--- src/rtl/ptp_tx_framer.sv ---
// ptp_tx_framer
//
// Builds fixed 64-byte PTP-over-Ethernet frames (SYNC and DELAY_RESP) and
// streams them one byte per accepted beat, with a fixed inter-frame gap.
//
// Ports
//   clk            sole clock, rising edge
//   reset          synchronous, active-high
//   timer          local time {ms, cyc}, captured as the SYNC timestamp
//   send_sync_pkt  one-cycle request for a SYNC frame
//   resp_req       one-cycle request for a DELAY_RESP frame
//   resp_ts        DELAY_RESP timestamp, sampled with resp_req
//   resp_seq       DELAY_RESP sequence id, sampled with resp_req
//   tx_data        frame byte
//   tx_valid       tx_data is valid
//   tx_sop         first byte of the frame
//   tx_eop         last byte of the frame
//   tx_ready       sink accepts the byte when tx_valid and tx_ready are both 1
//   ts_1_valid     one-cycle pulse: SYNC departure time captured
//   ts_1           captured SYNC departure time
//   req_drop       one-cycle pulse: request lost, same type already pending
//
// IFG must be at least 1.

module ptp_tx_framer #(
  parameter logic [47:0] SRC_MAC = 48'h00_0A_35_00_00_01,
  parameter logic [47:0] DST_MAC = 48'h01_1B_19_00_00_00,
  parameter int unsigned IFG     = 12
) (
  input  logic        clk,
  input  logic        reset,
  input  logic [47:0] timer,
  input  logic        send_sync_pkt,
  input  logic        resp_req,
  input  logic [47:0] resp_ts,
  input  logic [15:0] resp_seq,
  output logic [7:0]  tx_data,
  output logic        tx_valid,
  output logic        tx_sop,
  output logic        tx_eop,
  input  logic        tx_ready,
  output logic        ts_1_valid,
  output logic [47:0] ts_1,
  output logic        req_drop
);

  localparam int unsigned     GAP_W    = (IFG > 1) ? $clog2(IFG) : 1;
  localparam logic [GAP_W-1:0] GAP_LAST = GAP_W'(IFG - 1);

  typedef enum logic [1:0] {IDLE, SEND, GAP} state_t;

  state_t           state;
  state_t           state_next;
  logic [5:0]       byte_idx;
  logic [GAP_W-1:0] gap_cnt;

  logic             sync_pend;
  logic             resp_pend;
  logic [47:0]      resp_ts_q;
  logic [15:0]      resp_seq_q;
  logic [15:0]      sync_seq;

  logic             frame_is_sync;
  logic [15:0]      frame_seq;
  logic [47:0]      frame_ts;
  logic [47:0]      ts_1_q;
  logic             ts_1_valid_q;
  logic             req_drop_q;

  logic             beat;
  logic             last_beat;
  logic             gap_done;
  logic             start;
  logic             start_sync;
  logic             start_resp;
  logic             sync_drop;
  logic             resp_drop;
  logic [191:0]     header;
  logic [7:0]       frame_byte;

  assign beat      = (state == SEND) && tx_ready;
  assign last_beat = beat && (byte_idx == 6'd63);
  assign gap_done  = (state == GAP) && (gap_cnt == GAP_LAST);

  // The last GAP cycle makes the same decision IDLE would, so a pending
  // request starts its frame without an extra idle cycle; this keeps the
  // eop-to-sop distance of back-to-back frames at exactly IFG+1.
  assign start      = ((state == IDLE) || gap_done) && (sync_pend || resp_pend);
  assign start_sync = start && sync_pend;
  assign start_resp = start && !sync_pend;

  // A request is only lost when its flag is set and stays set this cycle.
  assign sync_drop = send_sync_pkt && sync_pend && !start_sync;
  assign resp_drop = resp_req && resp_pend && !start_resp;

  // Next-state decision for the framer.
  always_comb begin
    state_next = state;
    case (state)
      IDLE:    if (start) state_next = SEND;
      SEND:    if (last_beat) state_next = GAP;
      GAP:     if (gap_done) state_next = start ? SEND : IDLE;
      default: state_next = IDLE;
    endcase
  end

  // State register, byte index and gap counter.
  always_ff @(posedge clk) begin
    if (reset) begin
      state    <= IDLE;
      byte_idx <= '0;
      gap_cnt  <= '0;
    end else begin
      state <= state_next;
      if (last_beat)
        byte_idx <= '0;
      else if (beat)
        byte_idx <= byte_idx + 6'd1;
      if (state == GAP && !gap_done)
        gap_cnt <= gap_cnt + GAP_W'(1);
      else
        gap_cnt <= '0;
    end
  end

  // Pending flags and the DELAY_RESP fields latched with them. A new
  // request wins over the clear, so a request in the very cycle its flag
  // is consumed queues another frame instead of being dropped.
  always_ff @(posedge clk) begin
    if (reset) begin
      sync_pend  <= 1'b0;
      resp_pend  <= 1'b0;
      resp_ts_q  <= '0;
      resp_seq_q <= '0;
      req_drop_q <= 1'b0;
    end else begin
      if (send_sync_pkt)
        sync_pend <= 1'b1;
      else if (start_sync)
        sync_pend <= 1'b0;
      if (resp_req)
        resp_pend <= 1'b1;
      else if (start_resp)
        resp_pend <= 1'b0;
      if (resp_req && !resp_drop) begin
        resp_ts_q  <= resp_ts;
        resp_seq_q <= resp_seq;
      end
      req_drop_q <= sync_drop || resp_drop;
    end
  end

  // Per-frame fields are frozen at frame start; the SYNC counter only moves
  // once a SYNC frame has fully left, so an aborted frame never consumes an id.
  always_ff @(posedge clk) begin
    if (reset) begin
      frame_is_sync <= 1'b0;
      frame_seq     <= '0;
      frame_ts      <= '0;
      ts_1_q        <= '0;
      ts_1_valid_q  <= 1'b0;
      sync_seq      <= '0;
    end else begin
      ts_1_valid_q <= start_sync;
      if (start_sync) begin
        frame_is_sync <= 1'b1;
        frame_seq     <= sync_seq;
        frame_ts      <= timer;
        ts_1_q        <= timer;
      end else if (start_resp) begin
        frame_is_sync <= 1'b0;
        frame_seq     <= resp_seq_q;
        frame_ts      <= resp_ts_q;
      end
      if (last_beat && frame_is_sync)
        sync_seq <= sync_seq + 16'd1;
    end
  end

  // Bytes 0-23 carry content; everything after is zero padding.
  assign header = {DST_MAC, SRC_MAC, 16'h88F7,
                   (frame_is_sync ? 8'h00 : 8'h09), 8'h02,
                   frame_seq, frame_ts};

  // Byte selection from the header, big-endian.
  always_comb begin
    frame_byte = 8'h00;
    if (byte_idx < 6'd24)
      frame_byte = header[8*(23 - int'(byte_idx)) +: 8];
  end

  // Outputs are forced quiet during reset, including the cycle in which a
  // synchronous reset is first seen mid-frame.
  assign tx_valid   = !reset && (state == SEND);
  assign tx_sop     = tx_valid && (byte_idx == 6'd0);
  assign tx_eop     = tx_valid && (byte_idx == 6'd63);
  assign tx_data    = tx_valid ? frame_byte : 8'h00;
  assign ts_1_valid = !reset && ts_1_valid_q;
  assign ts_1       = reset ? 48'h0 : ts_1_q;
  assign req_drop   = !reset && req_drop_q;

endmodule

--- config.mk ---
export PLATFORM = sky130hd
export DESIGN_NAME = ptp_tx_framer
export DESIGN_NICKNAME = d
export VERILOG_FILES = /design/src/rtl/ptp_tx_framer.sv
export SDC_FILE = /design/constraint.sdc
export NUM_CORES = 1
export LEC_CHECK = 0
export CAP_MARGIN = 20
export CORE_ASPECT_RATIO = 0.6
export CORE_MARGIN = 3
export CORE_UTILIZATION = 50
export CTS_BUF_LIST = sky130_fd_sc_hd__clkbuf_2
export DETAILED_ROUTE_END_ITERATION = 12
export MAX_ROUTING_LAYER = met4
export PLACE_DENSITY_LB_ADDON = 0.08
export RECOVER_POWER = 100
export SLEW_MARGIN = 15
export SYNTH_ARGS = -nofsm -noshare
export SYNTH_HDL_FRONTEND = slang
export SYNTH_SLANG_ARGS = --single-unit
--- constraint.sdc ---
create_clock -name clk -period 2.4 [get_ports clk]
set_input_delay 0.36 -clock clk [delete_from_list [all_inputs] [get_ports clk]]
set_output_delay 0.36 -clock clk [all_outputs]
set_load 0.1 [all_outputs]
==> results of run 1 <==
==> per-stage QoR <==
step | setup TNS [ns] | cell area [µm²] | hold WS [ns]
final | -5.17 | 13900 | 0.106
after global routing | -13.91 | 13900 | 0.0338
after CTS | -5.70 | 14400 | 0.0472
after detailed placement | -0.0610 | 13700 | 0.442
after global placement | -0.0314 | 13700 | 0.430
after floorplan | -1.41 | 11100 | 0.418
==> cell type report <==
class / instances / area (µm²) / area share, %
Antenna cell: 2 / 5.00 / 0.0361
Clock buffer: 70 / 350 / 2.52
Clock inverter: 13 / 80.1 / 0.577
Inverter: 38 / 150 / 1.08
Multi-Input combinational cell: 913 / 6370 / 45.9
Sequential cell: 209 / 4210 / 30.3
Tap cell: 273 / 342 / 2.46
Timing Repair Buffer: 254 / 2380 / 17.1
==> cell families (layout without fill, tap and decap cells) <==
family,after synthesis,count (layout),synth area share (%)
compound gates,395,395,25.0
xor+xnor,11,11,0.893
fa+ha+maj,6,6,0.696
buf+inv,165,375,6.37
flops,209,209,38.8
mux,69,69,7.01
other cells,0,2,0
simple gates,432,432,21.3
==> state kept, by name, indices dropped and copies added, names as in the netlist <==
signal         count
sync_seq          16
byte_idx           6
req_drop_q         1
frame_ts          48
sync_pend          1
resp_pend          1
state              2
gap_cnt            4
frame_is_sync      1
frame_seq         16
resp_seq_q        16
ts_1_q            48
ts_1_valid_q       1
resp_ts_q         48
==> critical path, stage by stage, from the launching register on <==
cell	delay [ns]
dfxtp_4	0.40
buf_8	0.14
mux4_2	0.34
nor3_2	0.04
or3_4	0.38
a221oi_4	0.32
buf_12	0.22
==> where the power goes <==
group	internal [mW]	switching, mW
combinational	0.851	1.10
clock	0.886	1.43
sequential	3.72	0.219
==> worst paths after layout <==
check | endpoint | slack (ns) | cells past startpoint
setup reg to reg | frame_ts[19] | 0.04 | 6
hold reg to reg | ts_1_q[25] | 0.46 | 2
setup / recovery | tx_data[0] | -0.61 | 6
hold / removal | ts_1_q[4] | 0.11 | 3
==> placed cells by master (no fill, tap or decap), drive strengths merged, types with 11 or more instances in the layout <==
master	synthesis	routed
clkbuf	82	131
nand2	107	107
mux2i	62	62
o22ai	53	53
o21ai	15	15
o221a	12	12
nor2b	51	51
buf	45	77
nand3	78	78
a211oi	56	56
nand2b	96	96
clkinv	0	11
clkdlybuf4s50	0	115
nor2	39	39
a21bo	64	64
o31ai	11	11
inv	38	37
dfxtp	209	209
a21oi	149	149
a31oi	17	17
==> metal layers <==
| layer | routed length, µm | up-vias | share of wire [%] | track usage, % |
|---|---|---|---|---|
| met5 | 0 | - | 0 | - |
| met4 | 373 | 0 | 1.1 | 4.90 |
| met3 | 3580 | 38 | 10 | 8.81 |
| met2 | 13800 | 429 | 40 | 38.0 |
| met1 | 16600 | 4873 | 48 | 42.8 |
| li1 | - | 4986 | - | - |
==> repair_timing <==
item | in CTS | in global routing
cloned | 0 | 2
pin swaps | 10 | 11
setup buffers | 11 | 4
endpoints found under the hold margin | 1 | 0
resized for setup | 28 | 27
hold buffers | 1 | 0
endpoints found under the setup margin | 10 | 11
==> run metrics, run 1 <==
outcome finished with violations; failing checks negative setup slack; async set-reset flop share out of synthesis 0%; Worst Setup End Kind output pin; die area 23400 µm²; fraction of layout cells with a size suffix above 1 26.1%; CP Class reg -> out; post-synth top area cell dfxtp_1; synth cell count leaders 209 x dfxtp_1, 148 x a21oi_1, 107 x nand2_1; TritonRoute pass-1 iters 5; top post-synthesis cells by area dfxtp_1 39%, a21oi_1 6.9%, a21bo_2 5.9%, mux2i_1 5.8%, nand2b_1 5.6%; distinct cell type count after synthesis 57; f_max 0.333 GHz; Post-synth EDFFs 0; mapped cell area 10800 µm²; CTS Buf Count 49; nets@finish 1588; Setup Viol. Count Final 10; Final ANT Viol Nets 0; Setup crit start kind register; pre-CTS setup slack -0.0610 ns; Tot GR Track Use 28.6%; first-pass GRT wire length 52800 µm; synthesis warning total 0; final worst setup slack -0.606 ns; CP Max Fanout 7; vias in the first global route 9339; # clock sinks 209; drt drc 0; power per cell area 591 nW/µm²; ys flop type dfxtp_1; GPL Wtd Cong 0.973; crit path launch byte_idx[0]; final wirelength 34300 µm; sequential share of the synthesized area 38.8%; TritonCTS clock tree built; Cells after DPL 1669; Worst VDD drop 374 µV; routed vias 10326; Horiz. Die Dim 196 µm; Pleak 5.29 nW; max_cap viols 0; post-synthesis register bit count 209; Worst-Skew Late Latency 0.82 ns; Total Power 8.21 mW; Port Buffers 177; Hold WC Path Type in -> reg; Hold Vio Cnt, Final 0; crit path DAT 2.65 ns; worst-margin pin slew 0.728 ns; Initial Util 52.4%; Synth Instances 1287; initial drt markers 1059; routed vias/inst 5.83; largest net degree at the start of global routing 134; syn_nets 1410; Rel. slew slack 51.5%; DP HPWL 23800 µm; row count 40; syn_area_per_cell 8.38 µm²; count leader, synth dfxtp_1; Die H 120 µm; WL/cell 19.4 µm; Area growth syn-to-layout 28.7%; top-area cell type share of the netlist area 38.8%; Worst Skew 0.0615 ns; Crit path required time 2.04 ns; fin cells 1772; fill count 1799; FF-to-FF Start state[1]; initial antenna violation count 2; final core utilization 67.5%; final period utilization 125%; Slew Limit Fails 0; Hold Path Origin timer[4]; I/O pin count 178; clk slew on worst S/H paths 0.12 ns; CTS Buffer Depth 3; depth of the CTS H-tree 2; Root Driver clkbuf_2; Final Critical Period 3.01 ns; RSZ-0062 raised after global routing true; Core ar. 20600 µm²; gr ovfl total 0
No activity file was read; power rests on OpenSTA's default activity.
==> run 2, diff against run 1 <==
CORE_UTILIZATION = 39   (was 50)
==> run metrics, run 2 (synthesis gave the netlist of run 1 again) <==
final worst setup slack -0.694 ns (-0.0882 ns); Rel. slew slack 35.2% (-16 points); Worst VDD drop 310 µV (-17%); depth of the CTS H-tree 2 (unchanged); Initial Util 40.2% (-12 points); final setup TNS -7.01 ns (-1.85 ns); die area 29800 µm² (+27%); first-pass GRT wire length 55900 µm (+6.0%); Setup crit start kind register; fraction of layout cells with a size suffix above 1 27.0% (+0.89 points); routed vias 10485 (+1.5%); Worst Skew 0.0444 ns (-0.0171 ns); f_max 0.323 GHz (-2.9%); Crit path required time 2.04 ns (about the same); power per cell area 562 nW/µm² (-4.9%); CTS Buffer Depth 3 (unchanged); max_cap viols 0 (unchanged); RSZ-0062 raised after global routing true; initial antenna violation count 1 (-1); outcome finished with violations; TritonRoute pass-1 iters 5 (unchanged); Worst Setup End Kind output pin; DP HPWL 24200 µm (+1.9%); most common cell after layout, fill and taps aside dfxtp_1; WL/cell 19.2 µm (-1.1%); CP Class reg -> out; Slew Limit Fails 0 (unchanged); row count 46 (+15%); Port Buffers 177 (unchanged); vias in the first global route 9832 (+5.3%); Core ar. 26800 µm² (+30%); hold_ws 0.0870 ns (-0.0189 ns); CP Max Fanout 5 (-2); Final ANT Viol Nets 0 (unchanged); pre-CTS setup slack -0.0461 ns (+0.0150 ns); # clock sinks 209 (unchanged); nets@finish 1651 (+4.0%); I/O pin count 178 (unchanged); clk slew on worst S/H paths 0.12 ns (about the same); routed vias/inst 5.46 (-6.3%); largest net degree at the start of global routing 139 (+3.7%); final wirelength 36800 µm (+7.2%); initial drt markers 812 (-23%); fin cells 1920 (+8.4%); Pleak 5.70 nW (+7.7%); drt drc 0 (unchanged); commonest non-fill, non-tap cells in the layout 201 x dfxtp_1, 146 x a21oi_1, 115 x clkdlybuf4s50_1; Horiz. Die Dim 221 µm (+13%); Largest regs frame_ts (48), resp_ts_q (48), ts_1_q (48); Cells after DPL 1765 (+5.8%); Worst-Skew Late Latency 0.90 ns (+0.08 ns); Final Critical Period 3.09 ns (+0.0882 ns); gr ovfl total 0 (unchanged); final period utilization 129% (+3.7 points); Root Driver clkbuf_2; crit path DAT 2.73 ns (+0.08 ns); TritonCTS clock tree built; Hold WC Path Type in -> reg; CTS Buf Count 53 (+8.2%); failing checks negative setup slack; final core utilization 55.8% (-12 points); GPL Wtd Cong 0.886 (-8.9%); Hold Vio Cnt, Final 0 (unchanged); Setup Viol. Count Final 17 (+7); Area growth syn-to-layout 38.7%; worst-margin pin slew 0.967 ns (+0.239 ns); Die H 135 µm (+13%); Tot GR Track Use 24.6% (-4.1 points)
run 2: through the flow:
step	total power [mW]	instance area [µm²]
6_report	8.41	15000
5_1_grt	8.89	15000
4_1_cts	8.49	14800
3_5_place_dp	6.01	13700
3_3_place_gp	6.00	13700
2_1_floorplan	5.26	11100
run 2: final cells by class:
cell class / count / area [µm²]
fill: 2507 / 11900
multi-input combinational: 913 / 6410
sequential: 209 / 4210
timing repair buffer: 313 / 3310
tap: 360 / 450
clock buffer: 77 / 385
inverter: 38 / 153
clock inverter: 9 / 38.8
antenna: 1 / 2.50
run 2: worst paths after layout:
kind	startpoint	to	slack, ns	cells after the start
worst min register to register	ts_1_q[29]	ts_1_q[29]	0.46	2
worst min-delay path	timer[43]	ts_1_q[43]	0.09	3
worst max-delay path	byte_idx[3]	tx_data[0]	-0.69	7
worst max register to register	gap_cnt[0]	ts_1_q[34]	-0.28	7
run 2: repair_timing:
action | 4_1_cts | 5_1_grt
cloned | 0 | 1
buffers inserted | 16 | 15
hold buffers | 38 | 0
hold endpoints to repair | 60 | 0
resized for setup | 51 | 31
endpoints found under the setup margin | 11 | 15
pin swaps | 21 | 26
run 2: critical path, stage by stage (launching register included):
cell      delay [ns]
dfxtp_4         0.38
buf_6           0.12
buf_6           0.12
a21oi_4         0.16
o311ai_2        0.12
or3_4           0.39
a221oi_4        0.35
buf_12          0.22
run 2: per-layer routing:
layer | vias up | global-route usage, % | wire (µm)
met2 | 307 | 33.1 | 15100
met1 | 5024 | 36.6 | 18600
met3 | 49 | 5.80 | 2590
met5 | - | - | 0
li1 | 5105 | - | -
met4 | 0 | 6.07 | 539
run 2: power by group:
part | switching, mW | internal (mW) | leakage, nW
combinational | 1.13 | 0.960 | 3.63
clock | 1.53 | 0.843 | 0.346
sequential | 0.234 | 3.72 | 1.72
